### config.mk
export PLATFORM = sky130hd
export DESIGN_NAME = mean_filter_pipe
export DESIGN_NICKNAME = d
export VERILOG_FILES = /design/src/rtl/mean_filter_pipe.sv
export SDC_FILE = /design/constraint.sdc
export NUM_CORES = 1
export LEC_CHECK = 0
export CAP_MARGIN = 25
export CORE_ASPECT_RATIO = 0.7
export CORE_MARGIN = 3
export CORE_UTILIZATION = 50
export DETAILED_ROUTE_END_ITERATION = 8
export GPL_ROUTABILITY_DRIVEN = 0
export PLACE_DENSITY = 0.72
export SETUP_SLACK_MARGIN = 0.3
export SLEW_MARGIN = 10
export SYNTH_ARGS = -nofsm -noshare
export SYNTH_HDL_FRONTEND = slang
export SYNTH_SLANG_ARGS = --single-unit
### constraint.sdc
create_clock -name clk -period 6.4 [get_ports clk]
set_input_delay 0.64 -clock clk [delete_from_list [all_inputs] [get_ports clk]]
set_output_delay 0.64 -clock clk [all_outputs]
set_load 0.1 [all_outputs]
### src/rtl/mean_filter_pipe.sv
// 3x3 mean filter: capture -> 9-pixel sum -> divide (approx 7/64 or exact /9), per channel.
// Optional MEANF_PIX_CNT_EN adds the out_count output-transfer counter.
module mean_filter_pipe #(
  parameter int DATA_W   = 8,
  parameter int CHANNELS = 1
) (
  input  logic                         clk,
  input  logic                         rst,
  input  logic                         in_valid,
  output logic                         in_ready,
  input  logic [9*CHANNELS*DATA_W-1:0] in_win,
  input  logic                         in_mode,
  input  logic                         in_sof,
  output logic                         out_valid,
  input  logic                         out_ready,
  output logic [CHANNELS*DATA_W-1:0]   out_pix,
  output logic                         out_sof
`ifdef MEANF_PIX_CNT_EN
  ,
  output logic [31:0]                  out_count
`endif
);

  localparam int SW    = DATA_W + 4;
  localparam int K     = SW + 4;
  localparam int MW    = K - 2;
  localparam int PRODW = SW + MW;
  // ceil(2^K/9); the reciprocal error times any biased sum stays below 2^K, so the quotient is exact
  localparam logic [MW-1:0] RECIP = MW'(((64'd1 << K) + 64'd8) / 64'd9);

  logic                              v1, v2, v3;
  logic                              mode1, mode2;
  logic                              sof1, sof2, sof3;
  logic [9*CHANNELS*DATA_W-1:0]      win1;
  logic [CHANNELS-1:0][SW-1:0]       sum_c, sum2;
  logic [CHANNELS-1:0][DATA_W-1:0]   res_c, pix3;
  logic                              stall;

  assign out_valid = v3 && !rst;
  assign stall     = out_valid && !out_ready;
  assign in_ready  = !stall;
  assign out_pix   = rst ? '0 : pix3;
  assign out_sof   = sof3 && !rst;

  always_comb begin
    sum_c = '0;
    for (int unsigned c = 0; c < CHANNELS; c++) begin
      for (int unsigned k = 0; k < 9; k++) begin
        sum_c[c] = sum_c[c] + SW'(win1[(c*9+k)*DATA_W +: DATA_W]);
      end
    end
  end

  always_comb begin
    res_c = '0;
    for (int unsigned c = 0; c < CHANNELS; c++) begin
      if (mode2)
        res_c[c] = DATA_W'(((PRODW'(sum2[c]) + PRODW'(4)) * PRODW'(RECIP)) >> K);
      else
        res_c[c] = DATA_W'((sum2[c] >> 3) - (sum2[c] >> 6));
    end
  end

  // Data registers load only with a valid beat so idle input never reaches out_pix
  always_ff @(posedge clk) begin
    if (rst) begin
      v1    <= 1'b0;
      v2    <= 1'b0;
      v3    <= 1'b0;
      mode1 <= 1'b0;
      mode2 <= 1'b0;
      sof1  <= 1'b0;
      sof2  <= 1'b0;
      sof3  <= 1'b0;
      win1  <= '0;
      sum2  <= '0;
      pix3  <= '0;
    end else if (!stall) begin
      v1 <= in_valid;
      v2 <= v1;
      v3 <= v2;
      if (in_valid) begin
        win1  <= in_win;
        mode1 <= in_mode;
        sof1  <= in_sof;
      end
      if (v1) begin
        sum2  <= sum_c;
        mode2 <= mode1;
        sof2  <= sof1;
      end
      if (v2) begin
        pix3 <= res_c;
        sof3 <= sof2;
      end
    end
  end

`ifdef MEANF_PIX_CNT_EN
  logic [31:0] cnt;

  always_ff @(posedge clk) begin
    if (rst)
      cnt <= '0;
    else if (out_valid && out_ready)
      cnt <= out_sof ? 32'd1 : cnt + 32'd1;
  end

  assign out_count = rst ? '0 : cnt;
`endif

endmodule
# Word level (Yosys, flattened, before mapping)
# Cells that the tools add are included.
[op_classes] muxes=2 n_addsub=10 mul=1 n_bitwise=1 n_reduce_logical=9
[ops] operator="$add 12x8->12" n=4
[ops] operator="$mul 13x12->23 const B" n=1
[ops] operator="$mux 8" n=2
[ops] operator="$add 12x3->13 const B" n=1
[ops] operator="$add 11x8->12" n=1
[ops] operator="$add 10x8->11" n=1
[ops] operator="$add 9x8->10" n=1
[ops] operator="$add 8x8->9" n=1
[ops] operator="$sub 8x6->8" n=1
[ops] operator="$reduce_and 2->1" n=3
[ops] operator="$logic_and 1x1->1" n=3
[ops] operator="$logic_not 1->1" n=3
[ops] operator="$not 1->1" n=1
[totals] input_bits=78 elab_cells=34 regBits=100 output_inout_bits=11

# Logic depth before layout (Yosys ltp)
[depth] word_depth=8 ltp_mapped=22 mapped_depth_nobuf=22

# Worst setup path before layout
# OpenSTA, ideal clock, no wires.
[synth_timing] path_kind="register to register" from="register sum2[2] in the netlist's numbering" to="register pix3[5] in the netlist's numbering" path_slack_ns=0.738 required_ns=6.300 synth_period_minus_slack_ns=5.662 n_path_buf=0 arrival_ns=5.563 stages_incl_launch_ff=23 setup_ns=0.100 path_cell_list="dfxtp_1 ha_1 nand3_1 nor4_1 xnor2_1 inv_1 fa_1 inv_1 ha_1 inv_1 fa_1 inv_1 fa_1 inv_1 fa_1 inv_1 ha_1 a21oi_1 o21ai_1 or4b_1 o21ai_2 nor3_2 a2111oi_4"
[synth_between] elab_chain_len=3
[synth_lines] item="from (decl)" line_no="35" rtl="logic [CHANNELS-1:0][SW-1:0] sum_c, sum2;"
[synth_lines] item="from (signal assigned)" line_no="88" rtl="sum2 <= sum_c;"
[synth_lines] item="$add 12x3->13" line_no="58" rtl="res_c[c] = DATA_W'(((PRODW'(sum2[c]) + PRODW'(4)) * PRODW'(RECIP)) >> K);"
[synth_lines] item="$mul 13x12->23" line_no="58"
[synth_lines] item="$mux 8" line_no="57" rtl="if (mode2)"
[synth_lines] item="to (signal assigned)" line_no="93" rtl="pix3 <= res_c;"
[synth_lines] item="to (decl)" line_no="36" rtl="logic [CHANNELS-1:0][DATA_W-1:0] res_c, pix3;"
# Every way passes these cells.
# A chain may end at the register's enable or synchronous reset.

# Worst setup path after layout
# Same ends and word-level chain as after synthesis.

==> results by group <==
Flow run
  – Max-Cap Viols: 0

Clock tree
  – Reg clk slew, reported paths: 80 ps
  – CTS Buf Count: 9
  – CTS tree: yes
  – Clk root buf: clkbuf_16
  – H-tree levels: 3
  – Hold buffer count at cts: 0
  – Bufs on Longest Clock Path: 2
  – Setup Fix Bufs, Post-CTS: 0
  – Worst-Skew Late Latency: around 360 ps
  – Clock sink count: 100

Min path
  – Min-Delay Path Class: reg2reg
  – Worst Min Path Start: sof1$_SDFFE_PP0P_

Floorplan
  – Initial core utilization: between 50% and 60%
  – Rows: 37
  – Die Ht: ~110 microns
  – Core ar.: 0.01505 sq mm
  – Die Area: ~0.017 sq mm
  – Die X: about 160 microns
  – # IOs: between 80 and 90

Route
  – Initial DRC count: 497
  – Overall routed net length: between 15 and 20 mm
  – Drt wl/cell: about 16 microns
  – DR vias/cell: roughly 5.4
  – Via Count: between 6,000 and 7,000
  – Antenna Violating Nets Remaining: 0
  – Residual DRC: 0
  – Pre-Repair DR Iteration Count: 5

Place
  – DP HPWL: 14.44 mm
  – IO buf count: between 80 and 90
  – Pre-CTS setup slack: 224.9 ps

Layout
  – Fillers: 1,324
  – Layout cell share with drive strength beyond 1: roughly 4.6%
  – Synthesis-to-finish area growth: 17.55%
  – Area of the multi-input gates: 0.005384 sq mm
  – Commonest non-fill, non-tap cell in the layout: nand2_1
  – FF/Latch Area: approximately 0.0020 sq mm
  – Nets: 1,206
  – Most frequent cells in the layout: 184 x nand2_1, 101 x inv_1, 99 x a21oi_1, 99 x dfxtp_1
  – Ant. Diodes: 0

Timing
  – Tcrit/Tclk final: between 90 and 100%
  – Fmax: around 0.17 GHz
  – Final min period: a little under 6000 ps
  – Post-Route Skew: about 16 ps
  – Final Max Tran Viols: 0
  – Worst setup margin: between 500 and 600 ps
  – Worst slew margin relative to its limit: 33.27%
  – Final setup fails: 0
  – Worst Tran Pin Value: ~1000 ps
  – Final Hold Viols: 0
  – Setup TNS: 0 ps
  – RSZ-0062 raised after global routing: false
  – Hold Slack: between 400 and 500 ps

Synthesis
  – Post-synth EDFFs: 0
  – Post-synthesis cell count: a little under 900
  – Net Count, Synth: 1,137
  – Ys flop type: dfxtp_1
  – Unique masters post-synth: just over 60
  – Synth warnings: 0
  – Mapped Avg Cell Area: 8.861 sq um
  – Synth Register Bits: 100
  – Post-synthesis instance area: ~0.0079 sq mm
  – Asr flop ratio synth: 0%
  – Sequential share of the synthesized area: 25.44%

Setup path
  – Critical Path Fanout Max: 7
  – CP Data Required Time: approximately 6700 ps
  – Startpoint Class: flip-flop
  – Worst Path Buf+Inv: 6
  – Worst path cell trace: ha_1 -> nand3_1 -> nor4_4 -> xnor2_4 -> inv_1 -> fa_1 -> inv_1 -> ha_1 -> inv_1 -> fa_1 -> inv_1 -> fa_1 -> inv_1 -> fa_1 -> inv_1 -> ha_1 -> nand4_1 -> nor2_1 -> or4b_1 -> o21ai_4 -> nor3_2 -> a2111oi_4
  – CP delay by family, top: adder cells
  – Worst path max stage delay: ~560 ps
  – Arr. time, crit path: ~6200 ps
  – CP most frequent cell: inv_1
  – Setup crit end kind: flip-flop
  – Reg-to-reg startpoint: sum2[2]$_SDFFE_PP0P_
  – Slowest stage cell on the critical path: or4b_1
  – Critical path type: reg2reg
  – Worst setup startpoint: sum2[2]$_SDFFE_PP0P_

GRT
  – Vias in the first global route: just under 6,000
  – Initial antenna violation count: 0
  – Pin count of the biggest net entering global routing: 100
  – Total congestion overflow: 0
  – GRT Util Overall: between 20% and 30%
  – First-pass GRT wire length: 29.79 mm

Power and ir drop
  – PwrDens: roughly 440 mW/mm^2
  – Lkg Pwr: around 4.3 nW
  – Worst vdd ir: ~0.00033 V

Run status
  – Status: finished, final reports clean
path summary, 6_finish.rpt:
| path | depth (start not counted) | endpoint | slack (ps) |
|---|---|---|---|
| max | 22 | pix3[5]$_SDFFE_PP0P_ | 520 |
| min | 2 | sof2$_SDFFE_PP0P_ | 450 |
| max reg2reg | 22 | pix3[5]$_SDFFE_PP0P_ | 520 |
| min reg2reg | 2 | sof2$_SDFFE_PP0P_ | 450 |
per-stage QoR:
step | total power, mW | util [%] | cells | area (sq um)
5_1_grt | 4.457 | 61.48 | 1157 | 9250
6_report | 4.028 | 61.48 | 1157 | 9250
2_1_floorplan | 2.810 | - | 888 | 7869
4_1_cts | 4.001 | 60.95 | 1156 | 9170
3_5_place_dp | 3.425 | 58.86 | 1140 | 8856
3_3_place_gp | 3.357 | 58.86 | 1140 | 8856
timing repair:
item,CTS,global route
gates resized for setup,2,8
setup endpoints to repair,2,4
pin swaps,0,1
hold endpoints to repair,0,0
gates cloned,0,0
routing by layer:
metal  vias up  routed length, microns  GRT usage [%]
met2       185                    7131          27.67
li1       3057                       -              -
met5         -                       0              0
met3        12                    1478          5.423
met4         0                      96          2.824
met1      2955                    9527          36.01
area by class of cell:
cell class / instances / share of cell area (%)
Clock inverter: 7 / 0.8116
Sequential cell: 100 / 21.66
Tap cell: 195 / 2.638
Inverter: 102 / 4.139
Timing Repair Buffer: 93 / 10.12
Multi-Input combinational cell: 651 / 58.20
Clock buffer: 9 / 2.435
Yosys cell counts, types with 7 or more instances:
| cell | count | share of area [%] |
|---|---|---|
| nand2_1 | 185 | 8.8 |
| inv_1 | 101 | 4.8 |
| a21oi_1 | 100 | 6.4 |
| dfxtp_1 | 100 | 25 |
| ha_1 | 87 | 14 |
| fa_1 | 84 | 21 |
| xnor2_1 | 24 | 2.7 |
| clkbuf_1 | 21 | 1.0 |
| nor2_1 | 19 | 0.91 |
| nor2b_1 | 14 | 1.1 |
| nand3_1 | 12 | 0.76 |
| nor3_1 | 12 | 0.76 |
| buf_2 | 10 | 0.64 |
| o21ai_0 | 10 | 0.64 |
| a21o_1 | 8 | 0.76 |
| or3_1 | 7 | 0.56 |
state kept, by name, summed over array words and instances, names as in the netlist:
signal and flops:
mode1 1, sof3 1, v2 1, v1 1, pix3 8, v3 1
win1 72, sum2 12, sof1 1, sof2 1, mode2 1
cells by family after synthesis:
family                     share of synthesized area [%]
AOI/OAI and AO/OA                                  13.25
xor gates and xnor gates                           3.339
adders and majority gates                          35.20
buffers and inverters                              7.012
DFF                                                25.44
muxes                                             0.2544
and+or+nand+nor                                    15.50
power breakdown:
group          switching, mW  leakage, nW  internal [mW]
registers             0.0584        0.822          0.676
clock network          0.282        0.145          0.278
logic                   1.65         3.28           1.09
tightest hold or removal path, delay by kind of cell, from the launching register on:
kind,cells,cell delay [ps]
AOI/OAI and AO/OA,1,50
DFF,1,310
and+or+nand+nor,1,50
Note: power is estimated with default switching activity, not from simulation.
